--- src/rtl/scale_pipe.sv ---
// Two-stage raster-to-source coordinate mapper: per-axis power-of-two scale,
// pan offsets, bounds check and linear frame-buffer address generation.
module scale_pipe #(
  parameter int H_W     = 11,
  parameter int V_W     = 10,
  parameter int SRC_H   = 320,
  parameter int SRC_V   = 240,
  parameter int ADDR_W  = 17,
  parameter int SHIFT_W = 2
) (
  input  logic               clk_in,
  input  logic               rst_in,
  input  logic [H_W-1:0]     hcount_in,
  input  logic [V_W-1:0]     vcount_in,
  input  logic [SHIFT_W-1:0] hshift_in,
  input  logic [SHIFT_W-1:0] vshift_in,
  input  logic [H_W-1:0]     hoff_in,
  input  logic [V_W-1:0]     voff_in,
  output logic [H_W-1:0]     scaled_hcount_out,
  output logic [V_W-1:0]     scaled_vcount_out,
  output logic [ADDR_W-1:0]  addr_out,
  output logic               valid_addr_out,
  output logic               frame_start_out
);

  // Free-running stream: one pixel accepted and one produced every cycle,
  // no valid/ready handshake and no backpressure; latency is fixed at 2.

  logic               frame_start;
  logic [SHIFT_W-1:0] hshift_q, vshift_q;
  logic [H_W-1:0]     hoff_q;
  logic [V_W-1:0]     voff_q;

  logic [SHIFT_W-1:0] eff_hshift, eff_vshift;
  logic [H_W-1:0]     eff_hoff;
  logic [V_W-1:0]     eff_voff;
  logic [H_W-1:0]     dh;
  logic [V_W-1:0]     dv;

  logic               s1_live;
  logic               s1_uh, s1_uv;
  logic [H_W-1:0]     s1_sx;
  logic [V_W-1:0]     s1_sy;
  logic               s1_fs;

  logic               s2_valid;
  logic [ADDR_W-1:0]  s2_addr;

  assign frame_start = (hcount_in == '0) && (vcount_in == '0);

  // The frame-start pixel already uses the settings being loaded on this edge.
  assign eff_hshift = frame_start ? hshift_in : hshift_q;
  assign eff_vshift = frame_start ? vshift_in : vshift_q;
  assign eff_hoff   = frame_start ? hoff_in   : hoff_q;
  assign eff_voff   = frame_start ? voff_in   : voff_q;

  assign dh = hcount_in - eff_hoff;
  assign dv = vcount_in - eff_voff;

  always_ff @(posedge clk_in or posedge rst_in) begin
    if (rst_in) begin
      hshift_q <= '0;
      vshift_q <= '0;
      hoff_q   <= '0;
      voff_q   <= '0;
    end else if (frame_start) begin
      hshift_q <= hshift_in;
      vshift_q <= vshift_in;
      hoff_q   <= hoff_in;
      voff_q   <= voff_in;
    end
  end

  // s1_live keeps the cleared stage-1 contents from looking like pixel (0,0).
  always_ff @(posedge clk_in or posedge rst_in) begin
    if (rst_in) begin
      s1_live <= 1'b0;
      s1_uh   <= 1'b0;
      s1_uv   <= 1'b0;
      s1_sx   <= '0;
      s1_sy   <= '0;
      s1_fs   <= 1'b0;
    end else begin
      s1_live <= 1'b1;
      s1_uh   <= (hcount_in < eff_hoff);
      s1_uv   <= (vcount_in < eff_voff);
      s1_sx   <= dh >> eff_hshift;
      s1_sy   <= dv >> eff_vshift;
      s1_fs   <= frame_start;
    end
  end

  assign s2_valid = s1_live && !s1_uh && !s1_uv &&
                    ({1'b0, s1_sx} < (H_W+1)'(SRC_H)) &&
                    ({1'b0, s1_sy} < (V_W+1)'(SRC_V));
  assign s2_addr  = ADDR_W'(s1_sy) * ADDR_W'(SRC_H) + ADDR_W'(s1_sx);

  always_ff @(posedge clk_in or posedge rst_in) begin
    if (rst_in) begin
      scaled_hcount_out <= '0;
      scaled_vcount_out <= '0;
      addr_out          <= '0;
      valid_addr_out    <= 1'b0;
      frame_start_out   <= 1'b0;
    end else begin
      scaled_hcount_out <= s2_valid ? s1_sx   : '0;
      scaled_vcount_out <= s2_valid ? s1_sy   : '0;
      addr_out          <= s2_valid ? s2_addr : '0;
      valid_addr_out    <= s2_valid;
      frame_start_out   <= s1_fs;
    end
  end

endmodule

--- config.mk ---
export PLATFORM = sky130hd
export DESIGN_NAME = scale_pipe
export DESIGN_NICKNAME = d
export VERILOG_FILES = /design/src/rtl/scale_pipe.sv
export SDC_FILE = /design/constraint.sdc
export NUM_CORES = 1
export LEC_CHECK = 0
export BUFFER_PORTS_ARGS = -buffer_cell sky130_fd_sc_hd__clkbuf_2
export CAP_MARGIN = 20
export CORE_MARGIN = 5
export CORE_UTILIZATION = 63
export CTS_BUF_LIST = sky130_fd_sc_hd__clkbuf_2
export CTS_CLUSTER_SIZE = 16
export DETAILED_ROUTE_END_ITERATION = 7
export HOLD_SLACK_MARGIN = 0.15
export PLACE_DENSITY_LB_ADDON = 0.15
export SLEW_MARGIN = 20
export SYNTH_ARGS = -nofsm -noshare
export SYNTH_HDL_FRONTEND = slang
export SYNTH_SLANG_ARGS = --single-unit
--- constraint.sdc ---
create_clock -name clk_in -period 5.48 [get_ports clk_in]
set_input_delay 0 -clock clk_in [delete_from_list [all_inputs] [get_ports clk_in]]
set_output_delay 0 -clock clk_in [all_outputs]
set_load 0.1 [all_outputs]
==> results of run 1 <==
## area by class of cell
cell class | instances | area (um2)
repair buffers | 141 | 977
multi-input cells | 350 | 2660
inverters | 45 | 170
clock inverters | 7 | 63.8
well taps | 102 | 128
fillers | 497 | 1630
clock buffers | 9 | 45.0
flip-flops and latches | 84 | 2100
## cell families (layout without fill, tap and decap cells)
logic type	count (synthesis)	after routing	share of synthesized area, %
and+or+nand+nor	139	139	14.6
muxes	39	39	8.66
xor gates and xnor gates	22	22	3.81
DFF	84	84	41.6
adders and majority gates	45	45	11.7
AOI/OAI and AO/OA	100	100	13.3
other	2	5	0.149
buffers and inverters	65	202	6.11
## per-layer routing
layer  track usage (%)  vias to the layer above  share of wire, %
li1                  -                     1982                 -
met1              29.1                     1910                43
met2              39.9                      114                49
met3              4.56                       23               5.5
met4              7.56                        0               2.2
met5                 0                        -                 0
## worst reg2reg max path: cells and delay by family (launching register included)
family          cells  cell delay [ns]
fa+ha+maj           1             0.26
mux                 1             0.19
buf+inv             2             1.14
flops               1             0.44
simple gates        2             0.22
compound gates      6             1.51
## worst min-delay path by stage
stage,start,end,slack (ns),cells past startpoint
after floorplan,hoff_in[10],hoff_q[10],0.15,2
after global placement,voff_in[4],voff_q[4],0.25,3
after detailed placement,voff_in[4],voff_q[4],0.25,3
after CTS,vcount_in[6],s1_sy[4],0.15,5
after global routing,hoff_in[6],hoff_q[6],0.16,4
final,rst_in,hshift_q[1],0.15,4
## metrics by stage
step,utilization (%),setup WS [ns],hold slack [ns]
after floorplan,-,2.26,0.147
after global placement,70.8,1.70,0.246
after detailed placement,70.8,1.61,0.249
after global routing,79.1,0.226,0.159
final,79.1,0.597,0.155
after CTS,79.0,0.789,0.152
## timing repair
action / 4_1_cts / 5_1_grt
setup buffers: 0 / 0
endpoints found under the hold margin: 132 / 0
hold buffers: 53 / 0
endpoints found under the setup margin: 0 / 0
## registers in the layout, indices dropped and copies added (netlist names), 2 cells and up
signal             cells
voff_q                10
hoff_q                11
scaled_hcount_out      5
scaled_vcount_out     10
vshift_q               2
hshift_q               2
addr_out              17
s1_sx                 11
s1_sy                 10
## Yosys cell counts (4+ instances only)
| library cell | number |
|---|---|
| a21boi_0 | 4 |
| xnor2_1 | 15 |
| nor4_1 | 4 |
| o21a_1 | 6 |
| dfrtp_1 | 84 |
| a21o_1 | 9 |
| nand4_1 | 4 |
| a21oi_1 | 33 |
| mux2_2 | 4 |
| o21ai_0 | 17 |
| clkbuf_1 | 5 |
| nand2_1 | 39 |
| a31oi_1 | 4 |
| fa_1 | 4 |
| and2_1 | 20 |
| buf_4 | 8 |
| inv_1 | 42 |
| nor2_1 | 29 |
| nand3_1 | 7 |
| nor3_1 | 6 |
| xor2_1 | 7 |
| mux2i_1 | 31 |
| ha_1 | 41 |
| nor2b_1 | 4 |
| nor3b_1 | 5 |
## placed cells by master (no fill, tap or decap), types with 5 or more instances in the layout
cell           netlist  final
clkbuf_2             0     96
dfrtp_1             84     84
dlygate4sd3_1        0     53
inv_1               42     41
ha_1                41     41
nand2_1             39     39
a21oi_1             33     33
mux2i_1             31     31
nor2_1              29     29
and2_1              20     20
o21ai_0             17     17
xnor2_1             15     15
a21o_1               9      9
nand3_1              7      7
xor2_1               7      7
nor3_1               6      6
o21a_1               6      6
nor3b_1              5      5
conb_1               2      5
## power by group
group	switching, mW	leakage, nW	internal (mW)
sequential	0.0134	1.11	0.641
clock	0.245	0.0634	0.0715
combinational	0.212	1.93	0.165
total	0.470	3.10	0.877
==> run metrics, run 1 <==
outcome=finished clean; leading post-synthesis cells by cell area=dfrtp_1 (42%), ha_1 (10%), mux2i_1 (6.1%); clock tree root buffer cell=clkbuf_2; crit end category=flop; post-cts resize count=0; worst reg2reg startpoint=hoff_q[1]; critical setup path kind=in -> reg; vertical die dimension=about 100 um; aggregate routed wire length=10900 um; peak supply drop=99.8 uV; Reg2Reg Capture Point=s1_sx[9]; via count=about 4000; number of max-capacitance violations reported=0; number of remaining DRC errors=0; series of cell instances along the critical path=dlygate4sd3_1, clkbuf_2, nor4_1, and4_1, and2_4, mux2i_1, ha_1, nor2b_1, o21ai_0, a21boi_0, o21ai_0, a21oi_1, o311ai_1, nand2_1, dlygate4sd3_1, a21oi_1, dlygate4sd3_1; Critical Path Stages=17; cell count of the worst reg-to-reg path=12; clock transition at the registers of the reported paths=0.28 ns; first-pass GRT wire length=18500 um; launching instance or port of the critical path=vcount_in[5]; number of antenna diodes=0; worst slew margin relative to its limit=37.5%; dominant delay contributor by cell family on the critical path=buffers and inverters; crit share post-route=around 89%; post-synthesis register bit count=84; unrepaired setup endpoints after global routing=false; Top FF cell, synth=dfrtp_1; Worst path max stage delay=0.58 ns; CTS tree=yes; clock latency on the worst-skew pair=roughly 0.55 ns; global placer's final weighted congestion=~0.85; worst setup path endpoint=s1_sx[9]; buffer levels on the longest clock path=2; fraction of post-synthesis cell area in the top cell type by area=41.6%; area of the die=just under 10000 um2; min-delay worst type=in -> async; count of buffering cells on the critical path with inverters included=4; Peak Freq=0.205 GHz; aggregate negative setup slack=0 ns; leftover overflow at the end of global routing=0; total CTS buffers=9; via count of the first global-routing pass=~4100; area post-placement=5500 um2; count of final max-slew check failures=0; Total GRT Usage=23.1%; share of post-route cells with drive strength above 1=20.6%; num ports=88; sequential element share of the synthesized area=between 40% and 50%; post-synthesis instance area=5050 um2; CORE AREA=7770 um2; Crit path arrival time=5.38 ns; actual slew at the worst max-slew pin=0.912 ns; Post-Layout Inst Area=6140 um2; Post-DP HPWL=7810 um; Worst R2R Setup Slack=between 1.5 and 2 ns; antenna violations before repair=0; Final min period=a little under 5 ns; Sinks on Clock Net=between 80 and 90; Starting Density=about two thirds; via-per-instance ratio=5.46; WL per Instance=14.7 um; dpl cells=669; data required time of the critical path=5.98 ns; synthesized area per cell=10.2 um2; cell type contributing the most total cell area after synthesis=dfrtp_1; Row Count=32; warning count from the yosys run=0; maximum number of pins on one net before global-route repair=85; Max H-tree Level=3; number of enable flip-flop cells after synthesis=0; number of cells in the finished layout apart from fillers=738; number of distinct library cell variants in the gate-level netlist after synthesis=approximately 70; net total in the final layout=724; Max Clock Skew=roughly 0.028 ns; die outline width=99.6 um; startpoint type of the worst setup path=input port; count of input and output buffers=87; synthesized instance count=496; length of the first detailed-routing pass in iterations=4; power consumption=~1.3 mW; Power Dens Cells=around 220 nW/um2; Setup-failing EPs final=0; Area growth, synth to finish=21.5%; Critical Path Fanout Max=25; most numerous cell on the critical path=dlygate4sd3_1; async set or reset register ratio after synthesis=100%; hold violation count in the final report=0; remaining antenna violation count=0; static power due to leakage=3.10 nW; CP max-delay cell=o311ai_1; number of violations reported at the end of detailed-routing iteration 0=201
Note: power is estimated with default switching activity, not from simulation.
==> run 2, diff against run 1 <==
ABC_AREA = 1   (was default)
==> run 2 against run 1 <==
Synthesized area fell by 3.3%. Sequential power barely moved. Core utilization increased by 1.6 points. Synthesized cell count rose by 15%. Via count increased by 6.0%. Cell count is 13% higher. Die area fell by 3.0%. Clock skew up 0.016 ns. Non-clock buffer count increased by 15. Combinational power is 9.3% lower.
==> run metrics, run 2 <==
via count of the first global-routing pass=4286 (was 4069); startpoint type of the worst setup path=input port (unchanged); Worst path max stage delay=0.57 ns (was 0.58 ns); Max Clock Skew=0.0447 ns (was 0.0283 ns); CORE AREA=7650 um2 (was 7770 um2); Peak Freq=0.194 GHz (was 0.205 GHz); number of violations reported at the end of detailed-routing iteration 0=163 (was 201); Sinks on Clock Net=84 (unchanged); hold violation count in the final report=0 (unchanged); Post-DP HPWL=7390 um (was 7810 um); length of the first detailed-routing pass in iterations=5 (was 4); share of post-route cells with drive strength above 1=21.2% (was 20.6%); WL per Instance=13.4 um (was 14.7 um); worst reg2reg startpoint=voff_q[1] (was hoff_q[1]); met3 Resource Use GR=4.64% (was 4.56%); via count=4269 (was 4029); post-synthesis instance area=4890 um2 (was 5050 um2); Critical Path Fanout Max=26 (was 25); static power due to leakage=3.56 nW (was 3.10 nW); unrepaired setup endpoints after global routing=false (unchanged); actual slew at the worst max-slew pin=0.765 ns (was 0.912 ns); most frequent standard cell in the layout excluding fill and tap cells=clkbuf_2 (unchanged); leftover overflow at the end of global routing=0 (unchanged); antenna violations before repair=0 (unchanged); critical setup path kind=in -> reg (unchanged); met2 track utilization from global routing=43.0% (was 39.9%); outcome=finished clean (unchanged); Row Count=32 (unchanged); number of distinct library cell variants in the gate-level netlist after synthesis=46 (was 68); aggregate negative setup slack=0 ns (unchanged); data required time of the critical path=5.97 ns (was 5.98 ns); count of input and output buffers=87 (unchanged); synthesized area per cell=8.54 um2 (was 10.2 um2); sequential standard cell area=2100 um2 (unchanged); CP max-delay cell=dlygate4sd3_1 (was o311ai_1); area of the die=9620 um2 (was 9920 um2); area occupied by multi-input gates=2360 um2 (was 2660 um2); top-count cell post-synth=inv_1 (was dfrtp_1); fraction of post-synthesis cell area in the top cell type by area=43.0% (was 41.6%); peak supply drop=129 uV (was 99.8 uV); clock latency on the worst-skew pair=0.54 ns (was 0.55 ns); Post-Layout Inst Area=6170 um2 (was 6140 um2); net total in the final layout=819 (was 724); number of enable flip-flop cells after synthesis=0 (unchanged); Most Used Layer, Global Route=met2 (unchanged); register containing the most flip-flops in the final layout=addr_out (unchanged); aggregate routed wire length=11200 um (was 10900 um); Total GRT Usage=24.8% (was 23.1%); Area growth, synth to finish=26.3% (was 21.5%); die outline width=98.1 um (was 99.6 um); area post-placement=5390 um2 (was 5500 um2); Final min period=5.17 ns (was 4.88 ns); clock transition at the registers of the reported paths=0.28 ns (about the same); top library cells by usage in the layout, fill and taps aside=clkbuf_2 (96), inv_1 (87), dfrtp_1 (84) (was clkbuf_2 (96), dfrtp_1 (84), dlygate4sd3_1 (53)); crit share post-route=94.3% (was 89.1%); Reg2Reg Capture Point=s1_sy[5] (was s1_sx[9]); most numerous cell on the critical path=dlygate4sd3_1 (unchanged); number of max-capacitance violations reported=0 (unchanged); total CTS buffers=9 (unchanged); cell count of the worst reg-to-reg path=17 (was 12); CTS tree=yes (unchanged); series of cell instances along the critical path=dlygate4sd3_1, clkbuf_2, nor2_1, nand2_1, nor2_2, nand3_4, inv_2, or2_2, o21ai_0, ha_1, inv_1, o21bai_2, clkinv_1, nand2_2, nand2_2, nand2_2, nand2_2, dlygate4sd3_1, nand3_1, dlygate4sd3_1, nand3_1, dlygate4sd3_1, nand2_1, dlygate4sd3_1 (was dlygate4sd3_1, clkbuf_2, nor4_1, and4_1, and2_4, mux2i_1, ha_1, nor2b_1, o21ai_0, a21boi_0, o21ai_0, a21oi_1, o311ai_1, nand2_1, dlygate4sd3_1, a21oi_1, dlygate4sd3_1); sequential element share of the synthesized area=43.0% (was 41.6%); Worst R2R Setup Slack=1.07 ns (was 1.67 ns); Max H-tree Level=3 (unchanged); first-pass GRT wire length=19400 um (was 18500 um); count of final max-slew check failures=0 (unchanged); number of remaining DRC errors=0 (unchanged); clock tree root buffer cell=clkbuf_2 (unchanged); Top FF cell, synth=dfrtp_1 (unchanged); worst slew margin relative to its limit=48.9% (was 37.5%); vertical die dimension=98.1 um (was 99.6 um); synthesized instance count=572 (was 496); crit end category=flop (unchanged); via-per-instance ratio=5.12 (was 5.46); Post-synth top cells=inv_1 (88), dfrtp_1 (84), nand2_1 (82) (was dfrtp_1 (84), inv_1 (42), ha_1 (41)); max reg flops=17 (unchanged); min-delay worst type=in -> async (unchanged); leading post-synthesis cells by cell area=dfrtp_1 (43%), ha_1 (10%), inv_1 (6.8%) (was dfrtp_1 (42%), ha_1 (10%), mux2i_1 (6.1%)); async set or reset register ratio after synthesis=100% (unchanged); cell type contributing the most total cell area after synthesis=dfrtp_1 (unchanged); fill cell total of the finished layout=503 (was 497); post-synthesis register bit count=84 (unchanged); met1 layer usage reported by global route=30.7% (was 29.1%); num ports=88 (unchanged); Crit path arrival time=5.65 ns (was 5.38 ns); Starting Density=63.9% (was 65.1%); remaining antenna violation count=0 (unchanged); global placer's final weighted congestion=0.895 (was 0.852); Power Dens Cells=213 nW/um2 (was 219 nW/um2); number of antenna diodes=0 (unchanged); maximum number of pins on one net before global-route repair=85 (unchanged); largest registers=addr_out x17, hoff_q x11, s1_sx x11 (unchanged); buffer levels on the longest clock path=2 (unchanged); warning count from the yosys run=0 (unchanged); Setup-failing EPs final=0 (unchanged)
## run 2: cell types whose count changed after synthesis, moves of 6 or more
cell and delta:
inv_1 +46, nor2_1 +24, nand3_1 +30, o21a_1 -6
and2_1 -20, or2_2 +18, nand2_1 +43, a21oi_1 -7
nand2_2 +12, mux2i_1 -25, xnor2_1 -10, a21o_1 -7
o21ai_0 +21
## run 2: logic make-up (layout without fill, tap and decap cells)
family | Yosys count | count (layout) | synth area share, %
xor+xnor | 16 | 16 | 3.02
compound gates | 84 | 84 | 9.60
fa+ha+maj | 45 | 45 | 12.1
flops | 84 | 84 | 43.0
other cells | 2 | 5 | 0.154
buf+inv | 108 | 264 | 8.91
simple gates | 227 | 227 | 21.9
mux | 6 | 6 | 1.23
## run 2: repair_timing
item	in CTS	in global routing
hold buffers	67	0
resized for setup	0	0
hold endpoints to repair	132	0
setup buffers	0	0
## run 2: power by group
part           internal (mW)  total [mW]  switching, mW
registers              0.640       0.653         0.0127
logic                  0.140       0.343          0.203
clock network         0.0730       0.317          0.244
## run 2: cell type report
class                   instances  share of cell area (%)
multi-input cells             383                    38.2
flip-flops and latches         84                    34.1
repair buffers                156                    18.2
inverters                      92                    5.62
well taps                     102                    2.07
clock inverters                 7                    1.05
clock buffers                   9                   0.730
## run 2: routing by layer
metal	wire length, um	vias to the layer above
met1	4730	1963
met2	5440	150
met3	693	23
met4	325	0
li1	-	2133
met5	0	-
## run 2: worst max-delay path by stage
stage	endpoint	start
6_report	s1_sy[5]	hcount_in[0]
2_1_floorplan	addr_out[16]	s1_sy[1]
3_3_place_gp	s1_sx[8]	hcount_in[0]
3_5_place_dp	s1_sx[8]	hcount_in[0]
5_1_grt	s1_sy[5]	vcount_in[1]
4_1_cts	s1_sy[5]	hcount_in[0]
## run 2: worst max-delay path, delay by kind of cell
kind,cells,cell delay [ns]
buf+inv,9,3.44
compound gates,2,0.27
fa+ha+maj,1,0.39
simple gates,12,1.54
## run 2: stage by stage
stage          hold WS (ns)  std cells  total power [mW]  util (%)  setup WS [ns]
4_1_cts               0.154        833              1.32      80.6          0.496
6_report              0.131        833              1.31      80.7          0.314
3_3_place_gp          0.234        750             0.949      70.4           2.29
2_1_floorplan         0.133        575             0.888         -           2.92
5_1_grt               0.187        833              1.39      80.7         0.0402
3_5_place_dp          0.240        750             0.957      70.4           2.14
==> run 3, diff against run 2 <==
RECOVER_POWER = 50   (was default)
==> run 3 against run 2 <==
The run now ends with max-capacitance violations, max-slew violations left. Setup slack worse by 0.0027 ns. Non-clock buffer count stayed put. Fmax hardly changed. Largest power group unchanged. Die area stayed put. Highest routed layer unchanged. Clock power hardly changed. Routed wire length is 0.50% higher. Total power hardly changed. Cell count stayed put. Largest cell class unchanged. Critical endpoint unchanged.
==> run metrics, run 3 (synthesis gave the netlist of run 2 again) <==
outcome=complete, but fails checks (was finished clean); violations in the final reports=max-capacitance violations, max-slew violations; launching instance or port of the critical path=hcount_in[0] (unchanged); Starting Density=63.9% (unchanged); min-delay worst type=in -> reg (was in -> async); global placer's final weighted congestion=0.895 (unchanged); vertical die dimension=98.1 um (unchanged); post-cts resize count=0 (unchanged); Worst Hold Launch=hcount_in[3]; clock tree root buffer cell=clkbuf_2 (unchanged); CTS tree=yes (unchanged); number of antenna diodes=0 (unchanged); hold violation count in the final report=0 (unchanged); length of the first detailed-routing pass in iterations=4 (was 5); num ports=88 (unchanged); number of max-capacitance violations reported=1 (was 0); WL per Instance=13.5 um (was 13.4 um); Final min period=5.17 ns (about the same); Post-DP HPWL=7390 um (unchanged); top library cells by usage in the layout, fill and taps aside=inv_1 (87), dfrtp_1 (84), nand2_1 (82) (was clkbuf_2 (96), inv_1 (87), dfrtp_1 (84)); sequential standard cell area=2100 um2 (unchanged); via-per-instance ratio=5.15 (was 5.12); share of post-route cells with drive strength above 1=18.7% (was 21.2%); Row Count=32 (unchanged); largest registers=addr_out x17, hoff_q x11, s1_sx x11 (unchanged); Peak Freq=0.193 GHz (was 0.194 GHz); worst setup slack after layout=0.312 ns (was 0.314 ns); post-route worst hold slack=0.206 ns (was 0.131 ns); design internal power=0.853 mW (about the same); via count=4287 (was 4269); CORE AREA=7650 um2 (unchanged); combinational power share=26.0% (was 26.1%); Max H-tree Level=3 (unchanged); count of final max-slew check failures=85 (was 0); die outline width=98.1 um (unchanged); Area growth, synth to finish=25.7% (was 26.3%); area of the die=9620 um2 (unchanged); number of violations reported at the end of detailed-routing iteration 0=153 (was 163); most frequent standard cell in the layout excluding fill and tap cells=inv_1 (was clkbuf_2); crit end category=flop (unchanged); aggregate routed wire length=11200 um (about the same); total CTS buffers=9 (unchanged); worst slew margin relative to its limit=-185% (was 48.9%); data required time of the critical path=5.97 ns (about the same); worst reg2reg startpoint=voff_q[1] (unchanged); fin util=80.3% (was 80.7%); antenna violations before repair=0 (unchanged); register containing the most flip-flops in the final layout=addr_out (unchanged); clock latency on the worst-skew pair=0.54 ns (about the same); clock transition at the registers of the reported paths=0.25 ns (was 0.28 ns); leftover overflow at the end of global routing=0 (unchanged); critical setup path kind=in -> reg (unchanged); crit share post-route=94.3% (about the same); maximum number of pins on one net before global-route repair=85 (unchanged); Sinks on Clock Net=84 (unchanged); Crit path arrival time=5.66 ns (was 5.65 ns); max reg flops=17 (unchanged); buffer levels on the longest clock path=2 (unchanged); first-pass GRT wire length=19400 um (unchanged); proportion of power drawn by flip-flops and latches=49.7% (about the same); Critical Path Fanout Max=26 (unchanged); unrepaired setup endpoints after global routing=false (unchanged); remaining antenna violation count=0 (unchanged); fill cell total of the finished layout=514 (was 503); Setup-failing EPs final=0 (unchanged); static power due to leakage=3.50 nW (was 3.56 nW); Total GRT Usage=24.8% (unchanged); aggregate negative setup slack=0 ns (unchanged); peak supply drop=130 uV (was 129 uV); power consumption=1.31 mW (about the same); Power Dens Cells=214 nW/um2 (was 213 nW/um2); count of input and output buffers=87 (unchanged); Sw Share=35.1% (was 35.0%); startpoint type of the worst setup path=input port (unchanged); clock network fraction of total power=24.2% (was 24.1%); DP Worst Slack=2.14 ns (unchanged); Max Clock Skew=0.0465 ns (was 0.0447 ns); actual slew at the worst max-slew pin=4.27 ns (was 0.765 ns); switching power total=0.461 mW (was 0.459 mW); area occupied by multi-input gates=2360 um2 (unchanged); via count of the first global-routing pass=4286 (unchanged); net total in the final layout=819 (unchanged); number of remaining DRC errors=0 (unchanged)
## run 3: critical path, cell delays in order
cell and delay [ns]:
dlygate4sd3_1 0.53, clkbuf_2 0.12, nor2_1 0.22, nand2_1 0.10, nor2_2 0.20, nand3_4 0.32
inv_2 0.40, or2_2 0.17, o21ai_0 0.14, ha_1 0.39, inv_1 0.08, o21bai_2 0.13
clkinv_1 0.08, nand2_2 0.10, nand2_2 0.07, nand2_2 0.08, nand2_2 0.04, dlygate4sd3_1 0.58
nand3_1 0.11, dlygate4sd3_1 0.56, nand3_1 0.06, dlygate4sd3_1 0.56, nand2_1 0.07, dlygate4sd3_1 0.54
## run 3: stage by stage
stage,area (um2),cells
after CTS,6170,833
after detailed placement,5390,750
final,6140,833
after global routing,6140,833
after floorplan,4900,575
after global placement,5390,750
## run 3: worst paths after layout
path | to | slack [ns] | cells past startpoint
setup / recovery | s1_sy[5] | 0.31 | 24
hold / removal | s1_sx[2] | 0.21 | 5
setup reg to reg | s1_sy[5] | 1.07 | 17
hold reg to reg | frame_start_out | 0.40 | 0
max in group asynchronous | scaled_hcount_out[6] | 1.48 | 4
min in group asynchronous | hoff_q[3] | 1.64 | 4
## run 3: routing by layer
| layer | part of all wire [%] | GRT usage (%) | vias up | wire length, um |
|---|---|---|---|---|
| met1 | 42 | 30.7 | 1979 | 4740 |
| met4 | 3.0 | 9.80 | 0 | 332 |
| met3 | 6.3 | 4.64 | 23 | 708 |
| met5 | 0 | 0 | - | 0 |
| li1 | - | - | 2130 | - |
| met2 | 49 | 43.0 | 155 | 5470 |
## run 3: layout make-up
| type | count | area share [%] |
|---|---|---|
| Clock inverter | 7 | 1.06 |
| Sequential cell | 84 | 34.2 |
| Tap cell | 102 | 2.08 |
| Clock buffer | 9 | 0.733 |
| Multi-Input combinational cell | 383 | 38.4 |
| Inverter | 92 | 5.64 |
| Timing Repair Buffer | 156 | 17.8 |
## run 3: timing repair
item / 4_1_cts / 5_1_grt
hold buffers: 67 / 0
buffers inserted: 0 / 0
endpoints found under the hold margin: 132 / 0
## run 3: power by group through the flow
stage	clock [mW]	combinational, mW	sequential [mW]
floorplan	0	0.204	0.684
global placement	0	0.286	0.663
detailed placement	0	0.293	0.664
CTS	0.325	0.337	0.653
global route	0.346	0.392	0.657
finish	0.318	0.342	0.653
